[config.mk]
export PLATFORM = sky130hd
export DESIGN_NAME = generador_pulsos
export DESIGN_NICKNAME = d
export VERILOG_FILES = /design/src/rtl/generador_pulsos_pkg.sv /design/src/rtl/generador_pulsos_canal.sv /design/src/rtl/generador_pulsos.sv
export SDC_FILE = /design/constraint.sdc
export NUM_CORES = 1
export LEC_CHECK = 0
export ABC_AREA = 1
export CAP_MARGIN = 10
export CORE_AREA = 2 2 94 87
export DETAILED_ROUTE_END_ITERATION = 16
export DIE_AREA = 0 0 96 89
export GPL_ROUTABILITY_DRIVEN = 0
export HOLD_SLACK_MARGIN = 0.06
export PLACE_DENSITY = 0.56
export SYNTH_ARGS = -nofsm -noshare
export SYNTH_HDL_FRONTEND = slang
export SYNTH_SLANG_ARGS = --single-unit
[constraint.sdc]
create_clock -name clk -period 2.26 [get_ports clk]
set_input_delay 0.452 -clock clk [delete_from_list [all_inputs] [get_ports clk]]
set_output_delay 0.452 -clock clk [all_outputs]
set_load 0.01 [all_outputs]
[src/rtl/generador_pulsos_pkg.sv]
// Shared definitions for the press/pulse generator: channel state encoding
// and the counter-width helper.
package generador_pulsos_pkg;

  typedef enum logic [2:0] {
    ESPERA   = 3'd0,
    FILTRO   = 3'd1,
    PULSO    = 3'd2,
    RETENIDO = 3'd3,
    REPITE   = 3'd4
  } estado_t;

  // Bits needed to hold the largest of the three timing constants.
  function automatic int cnt_w(input int a, input int b, input int c);
    int m;
    m = a;
    if (b > m) m = b;
    if (c > m) m = c;
    return $clog2(m + 1);
  endfunction

endpackage

[src/rtl/generador_pulsos_canal.sv]
// One channel: 2-flop synchroniser, debounce filter and one-shot /
// auto-repeat pulse FSM. Outputs are registered copies of the next state.
module generador_pulsos_canal
  import generador_pulsos_pkg::*;
#(
  parameter int DEB_CYC = 4,
  parameter int REP_DLY = 8,
  parameter int REP_PER = 4
) (
  input  logic clk,
  input  logic reset,
  input  logic activar,
  input  logic modo,
  output logic suma,
  output logic pulsado
);

  localparam int CW = cnt_w(DEB_CYC, REP_DLY, REP_PER);
  // Terminal counts: the FSM spends (N-1) counted cycles before the pulse.
  localparam logic [CW-1:0] DEB_LAST = CW'(DEB_CYC - 1);
  localparam logic [CW-1:0] DLY_LAST = CW'(REP_DLY - 2);
  localparam logic [CW-1:0] PER_LAST = CW'(REP_PER - 2);

  logic [1:0]    sinc;
  logic          act_s;
  estado_t       estado, estado_nx;
  logic [CW-1:0] cnt, cnt_nx;
  logic          rep, rep_nx;

  assign act_s = sinc[1];

  always_comb begin
    estado_nx = estado;
    cnt_nx    = cnt;
    rep_nx    = rep;
    case (estado)
      ESPERA: begin
        if (act_s) begin
          estado_nx = (DEB_CYC == 1) ? PULSO : FILTRO;
          cnt_nx    = CW'(1);
        end
      end
      FILTRO: begin
        if (!act_s) begin
          estado_nx = ESPERA;
          cnt_nx    = '0;
          rep_nx    = 1'b0;
        end else if (cnt == DEB_LAST) begin
          estado_nx = PULSO;
        end else begin
          cnt_nx = cnt + 1'b1;
        end
      end
      PULSO: begin
        cnt_nx = '0;
        if (!act_s) begin
          estado_nx = ESPERA;
          rep_nx    = 1'b0;
        end else begin
          estado_nx = rep ? REPITE : RETENIDO;
        end
      end
      RETENIDO: begin
        if (!act_s) begin
          estado_nx = ESPERA;
          cnt_nx    = '0;
          rep_nx    = 1'b0;
        end else if (modo) begin
          if (cnt == DLY_LAST) begin
            estado_nx = PULSO;
            rep_nx    = 1'b1;
          end else begin
            cnt_nx = cnt + 1'b1;
          end
        end
      end
      REPITE: begin
        if (!act_s) begin
          estado_nx = ESPERA;
          cnt_nx    = '0;
          rep_nx    = 1'b0;
        end else if (modo) begin
          if (cnt == PER_LAST) estado_nx = PULSO;
          else                 cnt_nx    = cnt + 1'b1;
        end
      end
      default: begin
        estado_nx = ESPERA;
        cnt_nx    = '0;
        rep_nx    = 1'b0;
      end
    endcase
  end

  always_ff @(posedge clk or negedge reset) begin
    if (!reset) begin
      sinc    <= '0;
      estado  <= ESPERA;
      cnt     <= '0;
      rep     <= 1'b0;
      suma    <= 1'b0;
      pulsado <= 1'b0;
    end else begin
      sinc    <= {sinc[0], activar};
      estado  <= estado_nx;
      cnt     <= cnt_nx;
      rep     <= rep_nx;
      suma    <= (estado_nx == PULSO);
      pulsado <= (estado_nx == PULSO) || (estado_nx == RETENIDO) || (estado_nx == REPITE);
    end
  end

endmodule

[src/rtl/generador_pulsos.sv]
// Multi-channel debounced press-to-pulse generator; channels are fully
// independent copies of generador_pulsos_canal.
module generador_pulsos
  import generador_pulsos_pkg::*;
#(
  parameter int N_CH    = 4,
  parameter int DEB_CYC = 4,
  parameter int REP_DLY = 8,
  parameter int REP_PER = 4
) (
  input  logic            clk,
  input  logic            reset,
  input  logic [N_CH-1:0] activar,
  input  logic [N_CH-1:0] modo,
  output logic [N_CH-1:0] suma,
  output logic [N_CH-1:0] pulsado
);

  for (genvar c = 0; c < N_CH; c++) begin : g_canal
    generador_pulsos_canal #(
      .DEB_CYC(DEB_CYC),
      .REP_DLY(REP_DLY),
      .REP_PER(REP_PER)
    ) u_canal (
      .clk    (clk),
      .reset  (reset),
      .activar(activar[c]),
      .modo   (modo[c]),
      .suma   (suma[c]),
      .pulsado(pulsado[c])
    );
  end

endmodule

Yosys cells after proc, flatten, opt, wreduce, memory -nomap -nowiden
Index checks and enable logic that the tools add are counted.

Register bits after elaboration: 48. Input port bits: 10. Output and inout bits: 8. Word-level logic and storage cells: 236.

Add/sub/neg operators: 4. Equality and inequality tests: 72. Muxes and demuxes: 108. Bitwise operators: 4. Reductions and logical operators: 24.

Operators with widths (number): 4-bit two-way mux (36); 3-bit two-way mux (44); 3-bit != test (second input constant) (24); 4-bit one-hot mux with 4 select lines (4); 3-bit one-hot mux with 5 select lines (4); 3-bit by 2-bit equality test with 1-bit output (second input constant) (16); 4-bit by 2-bit equality test with 1-bit output (second input constant) (8); 3-bit equality test (second input constant) (8); 6-bit AND reduction (4); 4-bit by 1-bit adder with 4-bit output (second input constant) (4); 4-bit by 3-bit equality test with 1-bit output (second input constant) (4); 1-bit two-way mux (16); 4-bit AND reduction (4); 3-bit by 1-bit equality test with 1-bit output (second input constant) (4); 3-bit zero test (4); 1-bit one-hot mux with 3 select lines (4); 3-bit OR reduction (4); 1-bit logical OR (8); 2-bit by 1-bit != test with 1-bit output (second input constant) (4); 2-bit != test (second input constant) (4); 1-bit NOT (4).

Longest topological paths before layout
Depth after elaboration: 8. Mapped depth: 10. Depth with buffers taken out: 10.

By module
A second synthesis with hierarchy kept.

Cell total of the unflattened synthesis: 394. Area, all modules: 2935.3 µm².

By module, submodules not included: generador_pulsos_canal (g_canal[2].u_canal ...) (times used 2, cells an instance 100, area an instance 739.5 µm², sequential area each 300.3 µm²); generador_pulsos_canal (g_canal[0].u_canal ...) (times used 2, cells an instance 97, area an instance 728.2 µm², sequential area each 300.3 µm²).

Worst setup path before layout
OpenSTA, ideal clock, no wires.

Path type: reg-to-reg. Start point: register g_canal[2].u_canal.cnt[0]. End point: register g_canal[2].u_canal.cnt[3]. Library setup time: 0.117 ns. Arrival time: 1.209 ns. Setup slack: 0.934 ns. Cell stages (with the launch flop): 11. Path buffers: 0. Period minus slack after synthesis: 1.326 ns. Cells stage by stage: dfrtp_1 inv_1 ha_1 nand2_1 nor2_1 nand2_1 nand2_1 nor2_1 nand2_2 nand2_1 nand2_1.

Word-level cells in the longest chain between the ends: 5. Elaborated cells on any way between the ends: 17. Those cells by class: add/sub: 1; eq/ne: 6; mux: 9; reduce/logical: 1.

Ends and longest elaborated chain: start: declaration (RTL line generador_pulsos_canal.sv:27) `logic [CW-1:0] cnt, cnt_nx;`; start signal: assignment (RTL line generador_pulsos_canal.sv:106) `cnt <= cnt_nx;`; 4-bit by 1-bit adder with 4-bit output (RTL line generador_pulsos_canal.sv:51, generador_pulsos_canal.sv:73, generador_pulsos_canal.sv:84); 4-bit two-way mux, on equally long branches (RTL line generador_pulsos_canal.sv:83, generador_pulsos_canal.sv:69); 4-bit two-way mux, on equally long branches (RTL line generador_pulsos_canal.sv:82, generador_pulsos_canal.sv:68); 4-bit two-way mux, on equally long branches (RTL line generador_pulsos_canal.sv:78, generador_pulsos_canal.sv:64); 4-bit one-hot mux with 4 select lines (RTL line generador_pulsos_canal.sv:36) `case (estado)`.

Parallel ways exist; a longest one is shown, timed or not. The select of a mux whose other input is x is not followed. A chain may end at the register's enable or synchronous reset.

Final worst setup path
Start point: register g_canal[1].u_canal.suma. End point: output suma[1].

RTL lines: start: declaration (RTL line generador_pulsos_canal.sv:14) `output logic suma,`; start signal: assignment (RTL line generador_pulsos_canal.sv:108) `suma <= (estado_nx == PULSO);`; end: declaration (RTL line generador_pulsos.sv:15) `output logic [N_CH-1:0] suma,`.

No word-level cell between the ends.

==> flow_summary.toml <==
[logic_synthesis]
syn_area_per_cell_um2 = 7.11
synth_top_family_by_area = "simple AND/OR/NAND/NOR gates"
synthCells = 412
synth_edf_count = 0
synth-compound-area-share = 0.0786
synth-simple-area-share = 0.383
synth_flop_cell = "dfrtp_1"
syn-cell-area_um2 = 2930
synth_fa_ha_area_frac = 0.0342
synth-seq-cells = 48
synth.top_cell.area_share = 0.410
yosys.area.top_type = "dfrtp_1"
synth-async-reset-ratio = 1.00
ys_seq_area_frac = 0.410
synth_xor_area_frac = 0
muxShareOfSynthArea = 0
synthesis.nets = 430
synthTopCellsByArea = "dfrtp_1, nand2_1, nand3_1"
ys_warn_count = 0
synth_cell_type_count = 26

[grt]
track_usage = 0.145
grt_pass1_wl_um = 9930
grt_max_degree = 23
grt_pass1_vias = 2300
grt_overflow = 0
antenna_found_initial = 0

[setup_path]
critPathMaxFanout = 1
cp-end-kind = "primary output"
worst-r2r-cell-count = 10
cp_slowest_cell = "clkdlybuf4s50_1"
reg2reg_from = "g_canal[2].u_canal.cnt[0]$_DFFE_PN0P_"
reg2reg_to = "g_canal[2].u_canal.cnt[2]$_DFFE_PN0P_"
cp_top_family = "buffers and inverters"
cpPeakStageDelay_ns = 0.54
path_cells = "clkdlybuf4s50_1"
timing.critical_path.buf_inv = 1
cp_data_arrival_time_ns = 1.19
worstSetupPathType = "reg -> out"
cp.required_ns = 1.81
critPathLaunchType = "flop"
cp.depth = 1
reg2reg_slack_ns = 0.76

[pwr]
p_total_mw = 2.31
p_sw_frac = 0.314
power_frac_clock = 0.311
seqPwrFrac = 0.458
p_sw_mw = 0.723
irDropWorstVdd_mv = 0.409
combPwrFrac = 0.231
power.leakage_nw = 1.69
powerDensity_nw_per_um2 = 706
p_int_mw = 1.58

[floorplanning]
coreArea_um2 = 7470
die_w_um = 96
rows = 30
io_pins = 18
start_util = 0.392
die_area_um2 = 8540
chipHeight_um = 89

[timing]
hold_violations = 0
rsz0062_at_grt = "no"
hold_slack_ns = 0.106
slew_violations = 0
fin_crit_ns = 1.64
relSlewSlack = 0.685
period_share = 0.725
clock.fmax_mhz = 610
worst_slew_pin_slew_ns = 0.468
setup_viol = 0
fin_setup_tns_ns = 0
fin_worst_skew_ns = 0.00413

[cells_and_area]
layout.nets = 443
area_growth_pct = 11.5
antenna_cells = 0
layout-drive-gt1-share = 0.0988

[drt]
ant_nets = 0
drcViolationCount = 0
routedWlPerCell_um = 10.8
wl_um = 5620
via_count = 2480
firstDrtPassIters = 4
vias_per_cell = 4.76
drt_iter0_drc = 112

[cts]
ctsResizeCount = 0
cts_setup_buffers = 0
cts_tree = "done"
clock_path_buffers = 2
cts_max_level = 2
cts-root-buf = "clkbuf_8"
cts.reportedPaths.clkPinSlew_ns = 0.09
cts_inserted_buffers = 5
clock-sinks = 48
clkLatencyLatePin_ns = 0.29
holdBufCountCts = 0

[min_path]
hp-class = "in -> async"

[place]
dp_hpwl_um = 4340
portBuffers = 17

[run_status]
status = "finished, final reports clean"

[run]
cap_violations = 0
-- per-stage QoR --
step	instances	utilization	cell area [um2]	setup WS, ns
floorplan	412	-	2930	0.934
global placement	514	0.420	3140	0.571
detailed placement	514	0.420	3140	0.535
CTS	521	0.437	3270	0.598
global route	521	0.437	3270	0.544
finish	521	0.437	3270	0.622
-- sequential cells by signal (all words and copies together), names as in the netlist --
name,cells
g_canal.u_canal.rep,4
g_canal.u_canal.suma,4
g_canal.u_canal.sinc,8
g_canal.u_canal.cnt,16
g_canal.u_canal.estado,12
g_canal.u_canal.pulsado,4
-- cells in the mapped netlist (3+ instances only) --
cell type	number
a21oi_1	5
buf_4	11
dfrtp_1	48
ha_1	8
inv_1	42
inv_2	7
nand2_1	123
nand2_2	6
nand3_1	54
nand4_1	5
nor2_1	41
nor2_2	8
nor2_4	3
nor3_1	8
o211ai_1	3
o21ai_0	15
o21ai_1	10
o21ai_2	3
or2_2	3
-- layer usage --
metal  up-vias  global-route usage  wire length, um
li1       1333                   -                -
met1      1116               0.201             2960
met2        31               0.234             2510
met3         0              0.0304              143
met4         0              0.0351                0
met5         -                   0                0
-- power by group through the flow --
| stage | sequential (mW) | clock [mW] | combinational [mW] |
|---|---|---|---|
| 5_1_grt | 1.07 | 0.777 | 0.624 |
| 6_report | 1.06 | 0.717 | 0.534 |
| 3_5_place_dp | 1.07 | 0 | 0.538 |
| 2_1_floorplan | 1.04 | 0 | 0.424 |
| 3_3_place_gp | 1.07 | 0 | 0.531 |
| 4_1_cts | 1.05 | 0.745 | 0.538 |
-- cell type report --
cell class | instances | area, um2
clock buffer | 5 | 68.8
clock inverter | 2 | 60.1
fill | 765 | 4200
inverter | 49 | 184
multi-input combinational | 302 | 1450
sequential | 48 | 1200
tap | 96 | 120
timing repair buffer | 19 | 180
-- worst max path at each step --
| stage | startpoint | end | slack, ns |
|---|---|---|---|
| after floorplan | g_canal[2].u_canal.cnt[0]$_DFFE_PN0P_ | g_canal[2].u_canal.cnt[3]$_DFFE_PN0P_ | 0.93 |
| after global placement | modo[2] | g_canal[2].u_canal.cnt[2]$_DFFE_PN0P_ | 0.57 |
| after detailed placement | modo[2] | g_canal[2].u_canal.cnt[2]$_DFFE_PN0P_ | 0.53 |
| after CTS | g_canal[1].u_canal.pulsado$_DFF_PN0_ | pulsado[1] | 0.60 |
| after global routing | g_canal[1].u_canal.suma$_DFF_PN0_ | suma[1] | 0.54 |
| final | g_canal[1].u_canal.suma$_DFF_PN0_ | suma[1] | 0.62 |
-- kinds of logic (layout without fill, tap and decap cells) --
family	Yosys count	after routing
adders and majority gates	8	8
and+or+nand+nor	254	254
DFF	48	48
AOI/OAI and AO/OA	40	40
buffers and inverters	62	75
-- placed cells by master (no fill, tap or decap) --
cell,Yosys,routed
o21bai_1,1,1
o21ai_0,15,15
or2_2,3,3
dfrtp_1,48,48
nand3_1,54,54
nor2_1,41,41
o21ai_2,3,3
o211ai_1,3,3
nor2_4,3,3
buf_4,11,2
bufinv_16,0,2
nor3_1,8,8
nand2_1,123,123
nor2_2,8,8
inv_2,7,7
nand2_2,6,6
ha_1,8,8
a21oi_2,1,1
inv_1,42,42
buf_2,2,1
and2_1,1,1
clkbuf_8,0,5
nand2_4,1,1
or2_0,1,1
nand4_1,5,5
a22oi_1,2,2
a21oi_1,5,5
o21ai_1,10,10
clkdlybuf4s50_1,0,16
Power figures use the tool's default switching activity.
